## src/rtl/operand_entry_sequencer_pkg.sv

```systemverilog
`default_nettype none
// ============================================================================
// Module      : operand_entry_sequencer_pkg
// Description : Stage encodings and operation codes shared by the operand
//               entry sequencer and the downstream display/decoder stage.
// Revision    : 1.0 - initial release
// ============================================================================
package operand_entry_sequencer_pkg;

  // Stage encodings as seen on the status LEDs.
  localparam logic [1:0] ST_LOAD_A  = 2'd0;
  localparam logic [1:0] ST_LOAD_B  = 2'd1;
  localparam logic [1:0] ST_LOAD_OP = 2'd2;
  localparam logic [1:0] ST_SHOW    = 2'd3;

  // Operation select, driven straight onto the adder carry-in.
  localparam logic OP_ADD = 1'b0;
  localparam logic OP_SUB = 1'b1;

  typedef enum logic [1:0] {
    LOAD_A  = ST_LOAD_A,
    LOAD_B  = ST_LOAD_B,
    LOAD_OP = ST_LOAD_OP,
    SHOW    = ST_SHOW
  } stage_e;

endpackage : operand_entry_sequencer_pkg
`default_nettype wire

```

## src/rtl/button_debouncer.sv

```systemverilog
`default_nettype none
// ============================================================================
// Module      : button_debouncer
// Description : Synchronises a raw, bouncing push button, filters it with a
//               stability counter and emits a one-cycle pulse on each
//               accepted press (rising edge of the debounced level).
// Ports       : clk     - system clock
//               rst_n   - asynchronous active-low reset
//               btn_raw - raw asynchronous button input, active high
//               level   - debounced button level
//               press   - one-cycle pulse on debounced 0->1 transition
// Revision    : 1.0 - initial release
// ============================================================================
module button_debouncer
  import operand_entry_sequencer_pkg::*;
#(
  parameter int DEBOUNCE_CYCLES = 500000
) (
  input  logic clk,
  input  logic rst_n,
  input  logic btn_raw,
  output logic level,
  output logic press
);

  localparam int               CNT_W    = $clog2(DEBOUNCE_CYCLES + 1);
  // The level flips on the edge that completes the DEBOUNCE_CYCLES-th
  // consecutive differing sample, i.e. when the counter already holds N-1.
  localparam logic [CNT_W-1:0] CNT_LAST = CNT_W'(DEBOUNCE_CYCLES - 1);

  logic             sync1_q, sync1_d;
  logic             sync2_q, sync2_d;
  logic [CNT_W-1:0] cnt_q, cnt_d;
  logic             level_q, level_d;
  logic             level_prev_q, level_prev_d;

  always_comb begin
    sync1_d      = btn_raw;
    sync2_d      = sync1_q;
    cnt_d        = cnt_q;
    level_d      = level_q;
    level_prev_d = level_q;

    if (sync2_q == level_q) begin
      // Any reversion restarts the stability count.
      cnt_d = '0;
    end else if (cnt_q >= CNT_LAST) begin
      // Counter is cleared on acceptance, so it never exceeds N-1.
      level_d = sync2_q;
      cnt_d   = '0;
    end else begin
      cnt_d = cnt_q + 1'b1;
    end
  end

  always_ff @(posedge clk or negedge rst_n) begin
    if (!rst_n) begin
      sync1_q      <= 1'b0;
      sync2_q      <= 1'b0;
      cnt_q        <= '0;
      level_q      <= 1'b0;
      level_prev_q <= 1'b0;
    end else begin
      sync1_q      <= sync1_d;
      sync2_q      <= sync2_d;
      cnt_q        <= cnt_d;
      level_q      <= level_d;
      level_prev_q <= level_prev_d;
    end
  end

  assign level = level_q;
  // Both terms are flops, so the pulse is glitch-free.
  assign press = level_q & ~level_prev_q;

endmodule : button_debouncer
`default_nettype wire

```

## src/rtl/operand_entry_sequencer.sv

```systemverilog
`default_nettype none
// ============================================================================
// Module      : operand_entry_sequencer
// Description : Captures operand A, operand B and the add/subtract select
//               from a shared switch bank over three debounced button
//               presses, and presents them to the adder with a valid flag.
// Ports       : clk   - system clock
//               rst_n - asynchronous active-low reset
//               sw    - switch bank, sampled only on an accepted press
//               btn   - raw push button, active high
//               a, b  - registered operands to the adder
//               cin   - registered op select / carry-in (1 = subtract)
//               valid - a, b and cin form a complete set
//               stage - current entry stage for status LEDs
// Revision    : 1.0 - initial release
// ============================================================================
module operand_entry_sequencer
  import operand_entry_sequencer_pkg::*;
#(
  parameter int WIDTH           = 4,
  parameter int DEBOUNCE_CYCLES = 500000
) (
  input  logic             clk,
  input  logic             rst_n,
  input  logic [WIDTH-1:0] sw,
  input  logic             btn,
  output logic [WIDTH-1:0] a,
  output logic [WIDTH-1:0] b,
  output logic             cin,
  output logic             valid,
  output logic [1:0]       stage
);

  logic press;
  logic unused_level;

  button_debouncer #(
    .DEBOUNCE_CYCLES (DEBOUNCE_CYCLES)
  ) u_button_debouncer (
    .clk     (clk),
    .rst_n   (rst_n),
    .btn_raw (btn),
    .level   (unused_level),
    .press   (press)
  );

  stage_e           state_q, state_d;
  logic [WIDTH-1:0] a_q, a_d;
  logic [WIDTH-1:0] b_q, b_d;
  logic             cin_q, cin_d;
  logic             valid_q, valid_d;

  always_comb begin
    state_d = state_q;
    a_d     = a_q;
    b_d     = b_q;
    cin_d   = cin_q;
    valid_d = valid_q;

    if (press) begin
      case (state_q)
        LOAD_A: begin
          a_d     = sw;
          state_d = LOAD_B;
        end
        LOAD_B: begin
          b_d     = sw;
          state_d = LOAD_OP;
        end
        LOAD_OP: begin
          cin_d   = sw[0];
          valid_d = 1'b1;
          state_d = SHOW;
        end
        SHOW: begin
          // Operands are kept so the display keeps the last result context.
          valid_d = 1'b0;
          state_d = LOAD_A;
        end
        default: begin
          valid_d = 1'b0;
          state_d = LOAD_A;
        end
      endcase
    end
  end

  always_ff @(posedge clk or negedge rst_n) begin
    if (!rst_n) begin
      state_q <= LOAD_A;
      a_q     <= '0;
      b_q     <= '0;
      cin_q   <= OP_ADD;
      valid_q <= 1'b0;
    end else begin
      state_q <= state_d;
      a_q     <= a_d;
      b_q     <= b_d;
      cin_q   <= cin_d;
      valid_q <= valid_d;
    end
  end

  assign a     = a_q;
  assign b     = b_q;
  assign cin   = cin_q;
  assign valid = valid_q;
  assign stage = state_q;

endmodule : operand_entry_sequencer
`default_nettype wire

```

## config.mk

```make
export PLATFORM = sky130hd
export DESIGN_NAME = operand_entry_sequencer
export DESIGN_NICKNAME = d
export VERILOG_FILES = /design/src/rtl/operand_entry_sequencer_pkg.sv /design/src/rtl/button_debouncer.sv /design/src/rtl/operand_entry_sequencer.sv
export SDC_FILE = /design/constraint.sdc
export NUM_CORES = 1
export LEC_CHECK = 0
export CELL_PAD_IN_SITES_DETAIL_PLACEMENT = 1
export CELL_PAD_IN_SITES_GLOBAL_PLACEMENT = 2
export CORE_MARGIN = 3
export CORE_UTILIZATION = 39
export CTS_CLUSTER_DIAMETER = 30
export CTS_CLUSTER_SIZE = 24
export DETAILED_ROUTE_END_ITERATION = 8
export GPL_ROUTABILITY_DRIVEN = 0
export HOLD_SLACK_MARGIN = 0.12
export PLACE_DENSITY_LB_ADDON = 0.1
export SLEW_MARGIN = 20
export SYNTH_ARGS = -nofsm -noshare
export SYNTH_HDL_FRONTEND = slang
export SYNTH_SLANG_ARGS = --single-unit
```

## constraint.sdc

```tcl
create_clock -name clk -period 5.7 [get_ports clk]
set_input_delay 1.14 -clock clk [delete_from_list [all_inputs] [get_ports clk]]
set_output_delay 1.14 -clock clk [all_outputs]
set_load 0.005 [all_outputs]
```

Word level (Yosys, flattened, before mapping)
Index checks and enable logic that the tools add are counted.
{ "op_classes": {"magnitude_cmp": 1, "n_reduce_logical": 7, "eq_ne": 4, "bitwise": 3, "mux": 4, "add_sub_neg": 1} }
{ "op_table": {"columns": ["op", "n"], "rows": [
  ["$mux W19", 2],
  ["$add A19 B1 Y19 const B", 1],
  ["$ge A19 B19 Y1 const B", 1],
  ["$reduce_and A2 Y1", 5],
  ["$pmux W2 S4", 1],
  ["$eq A2 B2 Y1 const B", 2],
  ["$eq A2 B1 Y1 const B", 1],
  ["$logic_not A2 Y1", 1],
  ["$not A1 Y1", 2],
  ["$pmux W1 S2", 1],
  ["$reduce_bool A2 Y1", 1],
  ["$and A1 B1 Y1", 1],
  ["$eq A1 B1 Y1", 1]
]} }
{ "word_totals": {"output_inout_bits": 12, "word_cells": 30, "regBits": 35} }

Depth between registers and ports, before layout
Gate-level depths: netlist (run 1).
{ "logic_depth": {"word_depth": 3, "ltp_mapped": 7, "mapped_depth_nobuf": 5} }

Cells and area by module
Synthesis (run 1) repeated with hierarchy kept, for this count alone.
{ "unflattened": {"cells_unflattened": 152, "area_unflattened_um2": 1737.9} }
{ "by_module_without_submodules": {"columns": ["module", "area_per_inst_um2", "cells_per_inst", "instances"], "rows": [
  ["button_debouncer", 1169.9, 114, 1],
  ["operand_entry_sequencer", 568.0, 38, 1]
]} }

Worst setup path before layout (run 1)
No wires, ideal clock.
{ "synth_timing": {"path_type": "register to register", "from": "register u_button_debouncer.cnt_q[0]", "to": "register u_button_debouncer.cnt_q[14]", "t_arrival_ns": 1.771, "setup_time_ns": 0.088, "path_stages_with_launch": 6, "slack_ns": 3.841, "n_path_buf": 0, "required_time_ns": 5.612, "path_cell_list": "dfrtp_1 > ha_1 > nand4_1 > or4_4 > or3_1 > a211oi_2"} }
{ "synth_between": {"elab_chain_len": 3} }
{ "synth_lines": {"columns": ["item", "line_no", "text"], "rows": [
  ["from (decl)", "button_debouncer.sv:33", "logic [CNT_W-1:0] cnt_q, cnt_d;"],
  ["from (signal assigned)", "button_debouncer.sv:66", "cnt_q <= cnt_d;"],
  ["$add A19 B1 Y19 or $ge A19 B19 Y1 (tied branches)", "button_debouncer.sv:52, button_debouncer.sv:47", null],
  ["$mux W19 (*)", "button_debouncer.sv:47", "end else if (cnt_q >= CNT_LAST) begin"],
  ["$mux W19 (*)", "button_debouncer.sv:44", "if (sync2_q == level_q) begin"],
  ["net u_button_debouncer.cnt_d[14]", "button_debouncer.sv:33", null]
]} }
The timed path passes the listed nets; every way through them passes the cells marked *.
A chain may end at the register's enable or synchronous reset.

Worst setup path in the final report (run 1)
{ "layout_timing": {"from": "register state_q[0], in the netlist stage[0]", "to": "output port stage[0]"} }
{ "layout_lines": {"columns": ["item", "line_no", "text"], "rows": [
  ["from (decl)", "operand_entry_sequencer.sv:47", "stage_e state_q, state_d;"],
  ["from (signal assigned)", "operand_entry_sequencer.sv:96", "state_q <= state_d;"],
  ["to (decl)", "operand_entry_sequencer.sv:31", "output logic [1:0] stage"]
]} }
No word-level cell between the ends.

==> results of run 1 <==
-- through the flow --
stage | instances | total power [mW] | hold slack (ns) | setup slack (ns) | cell area (sq um)
6_report | 227 | 0.462 | 0.358 | 3.37 | 2030
5_1_grt | 227 | 0.487 | 0.368 | 3.32 | 2030
4_1_cts | 227 | 0.470 | 0.363 | 3.36 | 2030
3_5_place_dp | 220 | 0.292 | 0.346 | 3.66 | 1940
3_3_place_gp | 220 | 0.290 | 0.342 | 3.68 | 1940
2_1_floorplan | 154 | 0.272 | 0.331 | 3.84 | 1710
-- routing by layer --
layer,track usage,vias up
met5,0,-
met4,0.0438,0
met3,0.0388,2
met2,0.259,24
met1,0.179,609
li1,-,600
-- power by group --
group	total, mW	internal, mW	switching, mW	leakage, nW
Combinational	0.0275	0.0146	0.0129	0.300
Sequential	0.259	0.254	0.00460	0.461
Clock	0.175	0.0947	0.0808	0.0470
Total	0.462	0.363	0.0983	0.808
-- synth_stat cells, drive strengths merged (2+ instances only) --
| cell | instances |
|---|---|
| a211oi | 4 |
| a21oi | 3 |
| a31o | 2 |
| buf | 2 |
| clkbuf | 3 |
| dfrtp | 35 |
| ha | 6 |
| inv | 8 |
| mux2 | 9 |
| nand2 | 9 |
| nand3 | 6 |
| nand4 | 8 |
| nor2 | 2 |
| nor3 | 19 |
| nor4 | 2 |
| o21ai | 8 |
| or2 | 2 |
| or3 | 2 |
| or4 | 3 |
| xnor2 | 9 |
| xor2 | 5 |
-- logic make-up after synthesis --
kind of cell,after synthesis
fa+ha+maj,6
mux,9
buf+inv,13
simple gates,57
flops,35
xor+xnor,14
compound gates,20
-- area by class of cell --
class                           instances  share of cell area
Sequential cell                        35               0.431
Clock inverter                          1             0.00246
Timing Repair Buffer                   21              0.0998
Multi-Input combinational cell        106               0.380
Tap cell                               50              0.0308
Inverter                                8              0.0148
Clock buffer                            6              0.0407
-- path summary, 6_finish.rpt --
path                                           endpoint  slack [ns]  cells past startpoint
max reg2reg                u_button_debouncer.cnt_q[14]        3.69                      5
min reg2reg                  u_button_debouncer.sync2_q        0.36                      0
min                          u_button_debouncer.sync2_q        0.36                      0
max in group asynchronous   u_button_debouncer.cnt_q[9]        4.12                      2
min in group asynchronous                           cin        1.28                      2
max                                            stage[0]        3.37                      1
-- flip-flops by register name (all words and copies together) (netlist names), 2 cells and up --
signal / cells
u_button_debouncer.cnt_q: 19
stage: 2
a: 4
b: 4
==> impl_metrics.yaml, run 1 <==
outcome:
  status: "complete, no violations"
routing:
  ant_nets: 0
  via_count: 1235
  m1WireLength_um: 1580
  met2WireLength_um: 1750
  route.detailed.drc: 0
  wl_um: 3510
  dr.pass1.iters: 4
  drtIter0Drc: 25
  routedWlPerCell_um: 15.5
  viasPerCell: 5.44
  maxUsedRoutingLayer: "met4"
  met3_length_um: 163
sta:
  min_period_ns: 2.33
  tightest_slew_ns: 0.688
  fin_crit_sh: 0.408
  setup_viol: 0
  hold_viol_final: 0
  rsz0062_at_grt: "false"
  fin_setup_tns_ns: 0
  fin_skew_ns: 0.00646
  max_freq_ghz: 0.430
  slew_headroom: 0.537
  slew_viol_final: 0
synthesis:
  synthAdderAreaFrac: 0.0440
  synthArstFlopShare: 1.00
  syn-cell-area_sq_um: 1710
  syn_nets: 167
  syn_inst: 154
  synth-xor-area-share: 0.0718
  netlist_top_cells_area: "dfrtp_1 (51%), mux2_2 (5.9%), nor3_1 (5.3%), xnor2_1 (4.6%), ha_1 (4.4%)"
  syn-mean-instance-area_sq_um: 11.1
  synth_mux_area_frac: 0.0593
  ys_types: 35
  synth_top_cell_area_share: 0.513
  ys.flop_type: "dfrtp_1"
  ys_ff_latch: 35
  yosysTopAreaCell: "dfrtp_1"
  synth_edf_count: 0
  synth_compound_area_frac: 0.0769
  yosys.area_share.simple: 0.200
  yosys_warnings: 0
  synth_top_family_by_area: "simple AND/OR/NAND/NOR gates"
  synth_seq_area_share: 0.513
die:
  die_h_um: 72.2
  die-area_sq_um: 5210
  fp.dieW_um: 72.2
  io_pins: 19
  start_util: 0.415
  fp-row-count: 23
  coreArea_sq_um: 4120
clock_tree:
  h-tree-depth: 2
  cts_buffers: 5
  cts.repair.resized: 0
  cts_root_buf: "clkbuf_8"
  clk_latency_ns: 0.27
  postCtsHoldBufs: 0
  post-cts-setup-buffers: 0
  cts_max_path_buffers: 2
  tritoncts: "done"
  clk_transition_reported_paths_ns: 0.07
  cts.sinks: 35
critical_path:
  crit_family: "buffers and inverters"
  critPathLaunchType: "register"
  crit_chain: "clkdlybuf4s50_1"
  worst_setup_path_end_kind: "output port"
  cp-startpoint: "stage[0]"
  cpPeakStageDelay_ns: 0.52
  cp_max_fo: 4
  r2r_start: "u_button_debouncer.cnt_q[0]"
  critical_path.n_buffers_inverters: 1
  path_class: "register to output port"
  crit_required_ns: 4.56
  cp_slowest_cell: "clkdlybuf4s50_1"
  arrival_ns: 1.19
finish:
  area_growth_pct: 18.9
  drive_above_1_share: 0.169
  fillers: 457
  final_util: 0.493
  n_antenna_cell: 0
  multiInputGateArea_sq_um: 772
  seq_area_sq_um: 876
  final_cell_mix: "dfrtp_1 (35), nor3_1 (18), clkdlybuf4s50_1 (18)"
  final_common_cell: "dfrtp_1"
  finalNetCount: 190
worst_hold_path:
  holdCritStartpoint: "u_button_debouncer.sync1_q"
  hold_class: "register to register"
global_routing:
  grt_pass1_vias: 1321
  grt_usage: 0.148
  grt_max_degree: 36
  overflow: 0
  grt_pass1_wl_um: 6040
  antenna_found_initial: 0
placed_design:
  hpwl_um: 2530
  io_buffers: 18
power_and_ir_drop:
  p_per_area_nw_per_um2: 227
  vdd_drop_max_uv: 117
  leakagePower_nw: 0.808
run:
  drv_cap: 0
No activity file was read; power rests on OpenSTA's default activity.
==> run 2: changes to the inputs <==
- CORE_UTILIZATION: 39 -> 33
- clock period: 5.7 -> 1.95 ns (I/O delays scaled with it)
==> run 2 against run 1 <==
  * Design area increased by 8.8%
  * Non-clock buffer count grew 20
  * Critical path depth rose by 4
  * Highest routed layer unchanged
  * Global-route usage shrank 0.30 points
  * Combinational power grew to 3.4 times the previous value
  * Die area grew 17%
  * Total power grew to 2.9 times the previous value
  * Clock power increased to 2.9 times the previous value
  * First-iteration DRC count up 8.0%
==> impl_metrics.yaml, run 2 (synthesis gave the netlist of run 1 again) <==
sta:
  fin_skew_ns: 0.00407
  hold_viol_final: 0
  min_period_ns: 1.84
  max_freq_ghz: 0.543
  slew_headroom: 0.677
  slew_viol_final: 0
  fin_crit_sh: 0.945
  setup_viol: 0
  tightest_slew_ns: 0.484
  fin_setup_tns_ns: 0
  rsz0062_at_grt: "false"
die:
  fp.dieW_um: 77.9
  fp-row-count: 25
  die_h_um: 77.9
  die-area_sq_um: 6070
  coreArea_sq_um: 4850
  io_pins: 19
  start_util: 0.352
worst_hold_path:
  hold_class: "register to register"
  holdCritStartpoint: "u_button_debouncer.sync1_q"
critical_path:
  crit_required_ns: 2.15
  critPathLaunchType: "register"
  cp-startpoint: "u_button_debouncer.cnt_q[0]"
  path_class: "register to register"
  cp_max_fo: 5
  r2r_start: "u_button_debouncer.cnt_q[0]"
  worst_setup_path_end_kind: "register"
  arrival_ns: 2.04
clock_tree:
  cts_buffers: 5
  h-tree-depth: 2
  cts.sinks: 35
  cts_root_buf: "clkbuf_8"
  tritoncts: "done"
  clk_latency_ns: 0.29
  cts_max_path_buffers: 2
  post-cts-setup-buffers: 0
  clk_transition_reported_paths_ns: 0.07
finish:
  final_common_cell: "dfrtp_1"
  final_util: 0.456
  top_register: "u_button_debouncer.cnt_q"
  drive_above_1_share: 0.263
  seq_area_sq_um: 878
  multiInputGateArea_sq_um: 783
  fillers: 548
  area_growth_pct: 29.4
  largest_register_ffs: 19
  n_antenna_cell: 0
  finalNetCount: 210
  final_cell_mix: "dfrtp_1 (33), buf_4 (23), nor3_1 (18), clkdlybuf4s50_1 (18)"
routing:
  m1WireLength_um: 1490
  dr.pass1.iters: 4
  routedWlPerCell_um: 15.2
  ant_nets: 0
  maxUsedRoutingLayer: "met4"
  met3_length_um: 156
  viasPerCell: 5.05
  met2WireLength_um: 2270
  drtIter0Drc: 27
  via_count: 1338
  wl_um: 4020
  route.detailed.drc: 0
global_routing:
  grt_max_degree: 36
  overflow: 0
  grt_pass1_wl_um: 6790
  grt_pass1_vias: 1432
  antenna_found_initial: 0
  grt_usage: 0.145
power_and_ir_drop:
  p_per_area_nw_per_um2: 609
  vdd_drop_max_uv: 260
  leakagePower_nw: 0.919
outcome:
  status: "complete, no violations"
run:
  drv_cap: 0
placed_design:
  io_buffers: 18
  hpwl_um: 3020
==> run 2: cell types whose count changed in the layout (fill, tap and decap cells not counted), moves of 2 or more <==
cell,before,now
buf_4,3,23
clkbuf_1,0,2
dfrtp_1,35,33
dfrtp_2,0,2
==> run 2: repair_timing <==
item                       CTS  global route
resized for setup            0             4
hold buffers                 0             0
setup endpoints to repair    0            11
==> run 2: path summary, 6_finish.rpt <==
path                                           endpoint  slack [ns]  depth (start not counted)
hold reg to reg              u_button_debouncer.sync2_q        0.37                          0
min in group asynchronous                          b[2]        0.53                          2
setup / recovery           u_button_debouncer.cnt_q[17]        0.11                          5
max in group asynchronous   u_button_debouncer.cnt_q[5]        1.08                          2
setup reg to reg           u_button_debouncer.cnt_q[17]        0.11                          5
hold / removal               u_button_debouncer.sync2_q        0.37                          0
==> run 2: through the flow <==
stage               cells  hold slack, ns  power, mW  area, sq um  worst slack, ns
CTS                   265           0.369       1.37         2200           0.0311
finish                265           0.365       1.34         2210            0.107
global route          265           0.388       1.42         2210          0.00828
floorplan             154          0.0944      0.794         1710           0.0908
detailed placement    257           0.358      0.862         2110           0.0354
global placement      257           0.333      0.856         2110           0.0488
==> run 2: worst max-delay path, cell delays in order (launching register included) <==
cell and delay, ns:
dfrtp_1 0.35, buf_4 0.14, nand2_1 0.11, or4_4 0.56, or3_1 0.38, a211oi_2 0.22
==> run 2: where the power goes <==
part	internal, mW	total (mW)	switching [mW]	leakage (nW)
Clock	0.250	0.499	0.249	0.0422
Sequential	0.742	0.751	0.00843	0.458
Combinational	0.0497	0.0944	0.0447	0.419
Total	1.04	1.34	0.302	0.919
==> run 2: per-layer routing <==
metal	vias to the layer above	global-route usage
li1	638	-
met1	668	0.145
met2	22	0.274
met3	10	0.0418
met4	0	0.0664
met5	-	0
==> run 2: area by class of cell <==
type / count / share of cell area
clock inverter: 1 / 0.00227
inverter: 8 / 0.0136
sequential: 35 / 0.398
timing repair buffer: 41 / 0.160
clock buffer: 7 / 0.0345
multi-input combinational: 106 / 0.354
tap: 67 / 0.0379
